### src/rtl/lc3_mem_ctrl.sv
// lc3_mem_ctrl: MAR/MDR holder and memory/I-O transaction responder for the LC-3 datapath.
// RAM accesses take WAIT_STATES+1 ACCESS cycles; device registers complete in a single cycle.
module lc3_mem_ctrl #(
   parameter int unsigned WAIT_STATES = 2,
   parameter logic [15:0] KBSR_ADDR   = 16'hFE00,
   parameter logic [15:0] DSR_ADDR    = 16'hFE04,
   parameter logic [15:0] MCR_ADDR    = 16'hFFFE
) (
   input  logic        clk,
   input  logic        rst_n,
   input  logic [15:0] i_bus,
   input  logic        i_ld_mar,
   input  logic        i_ld_mdr,
   input  logic        i_mio_en,
   input  logic        i_r_w,
   output logic [15:0] o_mar_out,
   output logic [15:0] o_mdr_out,
   output logic        o_mem_ready,
   output logic [15:0] o_ram_addr,
   output logic [15:0] o_ram_wdata,
   output logic        o_ram_en,
   output logic        o_ram_we,
   input  logic [15:0] i_ram_rdata,
   input  logic        i_kb_valid,
   input  logic [7:0]  i_kb_data,
   output logic        o_kb_ready,
   output logic        o_disp_valid,
   output logic [7:0]  o_disp_data,
   input  logic        i_disp_ready,
   output logic        o_run
);

   localparam logic [15:0] KBDR_ADDR = KBSR_ADDR + 16'd2;
   localparam logic [15:0] DDR_ADDR  = DSR_ADDR + 16'd2;
   localparam logic [3:0]  RAM_CNT   = 4'(WAIT_STATES);

   typedef enum logic [1:0] {S_IDLE, S_ACCESS, S_DONE} state_t;
   state_t r_state, w_state_next;

   logic [15:0] r_mar, r_mdr, r_ddr, r_mcr;
   logic [7:0]  r_kbdr;
   logic        r_kbsr_full, r_disp_valid, r_rw, r_io;
   logic [3:0]  r_cnt;
   logic [15:0] w_mar_next, w_io_rdata;
   logic        w_mar_io, w_last, w_complete, w_mem_ready, w_ram_en, w_ram_we;
   logic        w_kbdr_rd, w_ddr_wr, w_mcr_wr;

   // Device select is decided from the address MAR will hold after this edge.
   assign w_mar_next = i_ld_mar ? i_bus : r_mar;
   assign w_mar_io   = (w_mar_next[15:8] == KBSR_ADDR[15:8]) ||
                       (w_mar_next[15:8] == DSR_ADDR[15:8])  ||
                       (w_mar_next[15:8] == MCR_ADDR[15:8]);
   assign w_last     = (r_cnt == 4'd0);

   always_ff @(posedge clk or negedge rst_n) begin
      if (!rst_n) r_state <= S_IDLE;
      else        r_state <= w_state_next;
   end

   always_comb begin
      w_state_next = r_state;
      w_ram_en     = 1'b0;
      w_ram_we     = 1'b0;
      w_mem_ready  = 1'b0;
      w_complete   = 1'b0;
      case (r_state)
         S_IDLE: begin
            if (i_mio_en) w_state_next = S_ACCESS;
         end
         S_ACCESS: begin
            w_ram_en = ~r_io;
            // A write strobe in the final cycle is not retracted by a late abort.
            w_ram_we = ~r_io & r_rw & w_last;
            if (!i_mio_en) begin
               w_state_next = S_IDLE;
            end else if (w_last) begin
               w_state_next = S_DONE;
               w_complete   = 1'b1;
            end
         end
         S_DONE: begin
            w_mem_ready  = 1'b1;
            w_state_next = S_IDLE;
         end
         default: w_state_next = S_IDLE;
      endcase
   end

   always_ff @(posedge clk or negedge rst_n) begin
      if (!rst_n) begin
         r_cnt <= 4'd0;
         r_rw  <= 1'b0;
         r_io  <= 1'b0;
      end else if (r_state == S_IDLE && i_mio_en) begin
         r_cnt <= w_mar_io ? 4'd0 : RAM_CNT;
         r_rw  <= i_r_w;
         r_io  <= w_mar_io;
      end else if (r_state == S_ACCESS && !w_last) begin
         r_cnt <= r_cnt - 4'd1;
      end
   end

   always_comb begin
      w_io_rdata = 16'h0000;
      if (r_mar == KBSR_ADDR)      w_io_rdata = {r_kbsr_full, 15'b0};
      else if (r_mar == KBDR_ADDR) w_io_rdata = {8'b0, r_kbdr};
      else if (r_mar == DSR_ADDR)  w_io_rdata = {~r_disp_valid, 15'b0};
      else if (r_mar == DDR_ADDR)  w_io_rdata = r_ddr;
      else if (r_mar == MCR_ADDR)  w_io_rdata = r_mcr;
   end

   assign w_kbdr_rd = w_complete & ~r_rw & r_io & (r_mar == KBDR_ADDR);
   assign w_ddr_wr  = w_complete &  r_rw & r_io & (r_mar == DDR_ADDR);
   assign w_mcr_wr  = w_complete &  r_rw & r_io & (r_mar == MCR_ADDR);

   always_ff @(posedge clk or negedge rst_n) begin
      if (!rst_n) begin
         r_mar <= 16'h0000;
         r_mdr <= 16'h0000;
      end else if (r_state == S_IDLE) begin
         if (i_ld_mar) r_mar <= i_bus;
         if (i_ld_mdr && !i_mio_en) r_mdr <= i_bus;
      end else if (w_complete && !r_rw) begin
         r_mdr <= r_io ? w_io_rdata : i_ram_rdata;
      end
   end

   always_ff @(posedge clk or negedge rst_n) begin
      if (!rst_n) begin
         r_kbsr_full  <= 1'b0;
         r_kbdr       <= 8'h00;
         r_disp_valid <= 1'b0;
         r_ddr        <= 16'h0000;
         r_mcr        <= 16'h8000;
      end else begin
         // Reading KBDR frees the slot; capture waits one cycle for the held source.
         if (w_kbdr_rd) begin
            r_kbsr_full <= 1'b0;
         end else if (i_kb_valid && !r_kbsr_full) begin
            r_kbsr_full <= 1'b1;
            r_kbdr      <= i_kb_data;
         end
         if (w_ddr_wr) begin
            r_ddr        <= r_mdr;
            r_disp_valid <= 1'b1;
         end else if (r_disp_valid && i_disp_ready) begin
            r_disp_valid <= 1'b0;
         end
         if (w_mcr_wr) r_mcr <= r_mdr;
      end
   end

   assign o_mar_out    = r_mar;
   assign o_mdr_out    = r_mdr;
   assign o_mem_ready  = w_mem_ready;
   assign o_ram_addr   = r_mar;
   assign o_ram_wdata  = r_mdr;
   assign o_ram_en     = w_ram_en;
   assign o_ram_we     = w_ram_we;
   assign o_kb_ready   = ~r_kbsr_full;
   assign o_disp_valid = r_disp_valid;
   assign o_disp_data  = r_ddr[7:0];
   assign o_run        = r_mcr[15];

endmodule

### config.mk
export PLATFORM = sky130hd
export DESIGN_NAME = lc3_mem_ctrl
export DESIGN_NICKNAME = d
export VERILOG_FILES = /design/src/rtl/lc3_mem_ctrl.sv
export SDC_FILE = /design/constraint.sdc
export NUM_CORES = 1
export LEC_CHECK = 0
export CAP_MARGIN = 25
export CELL_PAD_IN_SITES_DETAIL_PLACEMENT = 0
export CELL_PAD_IN_SITES_GLOBAL_PLACEMENT = 1
export CORE_MARGIN = 2
export CORE_UTILIZATION = 40
export CTS_CLUSTER_SIZE = 8
export DETAILED_ROUTE_END_ITERATION = 16
export PLACE_DENSITY_LB_ADDON = 0.3
export SLEW_MARGIN = 10
export SYNTH_ARGS = -nofsm -noshare
export SYNTH_HDL_FRONTEND = slang
export SYNTH_SLANG_ARGS = --single-unit
### constraint.sdc
create_clock -name clk -period 5.4 [get_ports clk]
set_clock_uncertainty 0.1 [all_clocks]
set_input_delay 1.08 -clock clk [delete_from_list [all_inputs] [get_ports clk]]
set_output_delay 1.08 -clock clk [all_outputs]
set_load 0.02 [all_outputs]
# [After elaboration in Yosys (flattened, before gate mapping)]
# Cells that the tools add are included.
# W data, S select, Z words.
[op_classes] n_eq_ne=12 n_mux=27 n_bitwise=14 reduce_logical=21 n_addsub=1
[ops] cell="$mux W16" n=10
[ops] cell="$eq A16 B16 Y1 const B" n=5
[ops] cell="$eq A8 B8 Y1 const B" n=2
[ops] cell="$mux W1" n=10
[ops] cell="$and A1 B1 Y1" n=9
[ops] cell="$mux W2" n=4
[ops] cell="$mux W4" n=2
[ops] cell="$reduce_and A2 Y1" n=4
[ops] cell="$reduce_bool A2 Y1" n=4
[ops] cell="$logic_and A1 B1 Y1" n=6
[ops] cell="$not A1 Y1" n=5
[ops] cell="$logic_not A1 Y1" n=4
[ops] cell="$logic_not A4 Y1" n=1
[ops] cell="$pmux W2 S2" n=1
[ops] cell="$sub A4 B1 Y4 const B" n=1
[ops] cell="$ne A3 B3 Y1 const B" n=1
[ops] cell="$eq A2 B1 Y1 const B" n=1
[ops] cell="$eq A2 B2 Y1 const B" n=1
[ops] cell="$logic_not A2 Y1" n=1
[ops] cell="$ne A2 B1 Y1 const B" n=1
[ops] cell="$ne A2 B2 Y1 const B" n=1
[ops] cell="$logic_or A1 B1 Y1" n=1
[word_totals] out_inout_bits=78 register_bits=82 in_bits=48 word_cells=87

# [Depth between registers and ports, before layout]
[depth] word_depth=9 mapped_depth=9

# [Worst setup path after synthesis]
# No wires, ideal clock.
[synth_path] kind="input to register" from="in i_mio_en" to="reg r_kbdr[0]" path_buffers=1 arrival_time_ns=2.466 setup_slack_ns=2.709 path_stages=6 required_ns=5.175 cell_sequence="nor4bb_1 and2_1 clkbuf_1 and4_4 nor3b_4 mux2_4"
[synth_via] elab_chain_len=7
[synth_rtl] element="from (decl)" line_no="14" rtl="input logic i_mio_en,"
[synth_rtl] element="$mux W1" line_no="74" rtl="if (!i_mio_en) begin"
[synth_rtl] element="$mux W1" line_no="66" rtl="case (r_state)"
[synth_rtl] element="$and A1 B1 Y1 (3 in series)" line_no="112" rtl="assign w_kbdr_rd = w_complete & ~r_rw & r_io & (r_mar == KBDR_ADDR);"
[synth_rtl] element="$not A1 Y1 (no source line)"
[synth_rtl] element="$reduce_and A2 Y1 (no source line)"
[synth_rtl] element="to (signal assigned)" line_no="141" rtl="r_kbdr <= i_kb_data;"
[synth_rtl] element="to (decl)" line_no="41" rtl="logic [7:0] r_kbdr;"
# Every way passes these cells.
# A chain may end at the register's enable or synchronous reset.

# [Worst setup path in the final report]
[layout_path] from="reg r_io" to="out o_ram_we"
[layout_via] elab_chain_len=4
[layout_rtl] element="from (decl)" line_no="42" rtl="logic r_kbsr_full, r_disp_valid, r_rw, r_io;"
[layout_rtl] element="from (signal assigned)" line_no="97" rtl="r_io <= w_mar_io;"
[layout_rtl] element="$not A1 Y1" line_no="73" rtl="w_ram_we = ~r_io & r_rw & w_last;"
[layout_rtl] element="$and A1 B1 Y1 (2 in series)" line_no="73"
[layout_rtl] element="$mux W1" line_no="66"
[layout_rtl] element="to (decl)" line_no="22" rtl="output logic o_ram_we,"
# Every way passes these cells.

==> flow_summary.yaml <==
worst_setup_path:
  rr_endpoint: "r_ddr[11]"
  worstSetupStartpointType: "flip-flop"
  cp_data_required_time_ps: 4220
  critPathCaptureType: "output pin"
  crit_type: "flip-flop to output pin"
  path_delay_family: "buffers and inverters"
  ff2ff_setup_slack_ps: 2550
  cp_max_fo: 17
  timing.rr.start: "r_cnt[0]"
  crit_arrival_ps: 2430
  reg2regPathDepth: 6
  critPathSlowestCell: "clkinv_1"
  slowest_delay_ps: 600
  cp_num_buf_inv: 2
  path_cells: "clkinv_1, and4b_1, clkdlybuf4s50_1"
sta:
  fin_setup_tns_ps: 0
  fin_crit_ps: 3610
  holdWs_ps: 394
  hold_viol_final: 0
  rsz0062_at_grt: "no"
  relSlewSlack_pct: 33.7
  fmax_mhz: 277
  drv_slew: 0
  period_share_pct: 66.9
  setup_violations: 0
  tightest_slew_ps: 987
  layout_setup_ws_ps: 1790
floorplanning:
  start_util_pct: 40.6
  placementRows: 38
  io_pins: 126
  die_h_um: 108
  die_w_um: 108
  core_area_sq_um: 10700
  dieArea_sq_um: 11800
final_layout:
  drive_above_1_share_pct: 15.8
  fillers: 1003
  diodes: 0
  nNetsFinal: 538
  final_cell_mix: "124 x clkdlybuf4s50_1, 81 x dfrtp_1, 32 x mux2_2, 25 x o21ai_0, 24 x nand2_1"
  synthToLayoutAreaGrowth_pct: 30.7
  final_common_cell: "clkdlybuf4s50_1"
pwr:
  p_per_area_nw_per_um2: 444
  ir_drop_v: 0.000237
  switchingPower_mw: 0.970
  p_total_mw: 2.53
  clkPwrFrac_pct: 21.0
  p_comb_share_pct: 42.8
  sw_frac_of_total_pct: 38.3
  p_seq_share_pct: 36.2
  p_leak_nw: 2.40
  p_int_mw: 1.56
yosys:
  async_reset_ff_share_pct: 100
  yosys_warnings: 0
  syn_area_per_cell_sq_um: 10.8
  syn_nets: 453
  synth_edf_count: 0
  yosysSeqAreaShare_pct: 47.0
  ys_ff_latch: 82
  ys_types: 50
  netlist_area_sq_um: 4370
  synth_flop_cell: "dfrtp_1"
  netlist_instances: 403
global_route:
  grt_remaining_overflow: 0
  grt_max_degree: 62
  antenna_found_initial: 0
  track_usage_pct: 20.7
  grt_pass1_vias: 3496
  grt_pass1_wl_mm: 18.3
routing:
  via_per_inst: 5.36
  drc: 0
  initialDrtViolationCount: 106
  routed_wirelength_mm: 11.6
  postRouteAntennaNets: 0
  wl_per_cell_um: 18.4
  vias: 3394
  first_pass_iters: 4
status:
  status: "finished clean"
cts:
  clk_pin_slew_worst_paths_ps: 80
  numCtsBuffers: 9
  cts_tree: "built"
  postCtsHoldBufs: 0
  cts_buffer_depth: 2
  cts_root_buf: "clkbuf_8"
  htreeDepth: 3
  cts_setup_buffers: 0
  cts.repair.resized: 0
  clkLatencyLatePin_ps: 360
  cts_sinks: 82
min_path:
  hold-path-endpoint: "r_mcr[8]"
  hp-start: "r_mcr[8]"
  min_path_type: "flip-flop to flip-flop"
  whs_path_depth: 1
place:
  place_ws_ps: 1790
  io_buffers: 125
  gp_congestion: 0.737
  dp_hpwl_mm: 8.05
run:
  drv_cap: 0
## power groups by stage
stage | registers, mW | logic [mW] | clock network (mW)
5_1_grt | 0.943 | 1.16 | 0.563
2_1_floorplan | 0.978 | 0.593 | 0
3_5_place_dp | 0.932 | 1.08 | 0
6_report | 0.916 | 1.08 | 0.533
3_3_place_gp | 0.927 | 1.08 | 0
4_1_cts | 0.921 | 1.09 | 0.541
## state kept, by name (all words and copies together), names as in the netlist
register / flops
r_kbsr_full: 1
r_kbdr: 8
r_io: 1
r_ddr: 16
r_mcr: 16
r_rw: 1
r_state: 2
o_disp_valid: 1
o_mar_out: 16
o_mdr_out: 16
r_cnt: 4
## how the worst max path moves through the flow
stage                        start   endpoint  slack [ps]  depth (start not counted)
after floorplan           i_mio_en  r_kbdr[0]        2710                          6
after global routing          r_io   o_ram_we        1630                          3
after CTS                     r_io   o_ram_we        1740                          3
final                         r_io   o_ram_we        1790                          3
after detailed placement  i_mio_en   r_mcr[6]        1790                          5
after global placement    i_mio_en   r_mcr[6]        1870                          5
## Yosys cell counts, types with 2 or more instances
cell / n / area share [%]
dfrtp_1: 81 / 46
buf_4: 40 / 6.9
mux2_2: 32 / 8.3
o21ai_0: 25 / 2.9
nand2_1: 24 / 2.1
nor2_1: 23 / 2.0
a21oi_1: 21 / 2.4
mux2_1: 19 / 4.9
clkbuf_1: 14 / 1.2
nand3_1: 13 / 1.5
a31oi_1: 9 / 1.3
mux2_4: 8 / 2.8
inv_1: 7 / 0.60
nor3_1: 7 / 0.80
o22a_1: 7 / 1.4
or2_2: 7 / 1.0
o21ai_1: 6 / 0.69
and4b_1: 5 / 1.1
nand4_1: 5 / 0.72
a32o_1: 4 / 0.92
mux2i_1: 4 / 0.92
nor3b_2: 4 / 1.1
or3_1: 4 / 0.57
and2_1: 3 / 0.43
ha_1: 2 / 0.57
nand2b_1: 2 / 0.29
nor3b_1: 2 / 0.34
nor4_4: 2 / 0.97
xor2_1: 2 / 0.40
## per-layer routing
layer / GRT usage (%) / wire length (um) / part of all wire [%]
met1: 27.3 / 5180 / 44
met2: 34.4 / 5610 / 48
met3: 3.50 / 697 / 6.0
met4: 7.14 / 152 / 1.3
met5: 0 / 0 / 0
## cell families (layout without fill, tap and decap cells)
logic type | count (synthesis) | in the layout | share of synthesized area (%)
AOI/OAI and AO/OA | 78 | 78 | 10.7
xor gates and xnor gates | 3 | 3 | 0.602
adders and majority gates | 2 | 2 | 0.573
buffers and inverters | 64 | 154 | 8.97
DFF | 82 | 82 | 47.0
muxes | 63 | 63 | 16.8
and+or+nand+nor | 111 | 111 | 15.3
## through the flow
step	utilization [%]	std cells	instance area (sq um)
after floorplan	-	403	4370
after global placement	50.8	616	5460
after detailed placement	50.8	616	5460
after CTS	53.0	632	5690
after global routing	53.1	633	5710
final	53.1	633	5710
## layout make-up
type	count	area, sq um	share of cell area (%)
flip-flops and latches	82	2050	36.0
clock inverters	5	103	1.80
inverters	8	30.0	0.526
clock buffers	11	131	2.30
repair buffers	130	1290	22.7
multi-input cells	257	1920	33.7
well taps	140	175	3.07
Power figures use the tool's default switching activity.
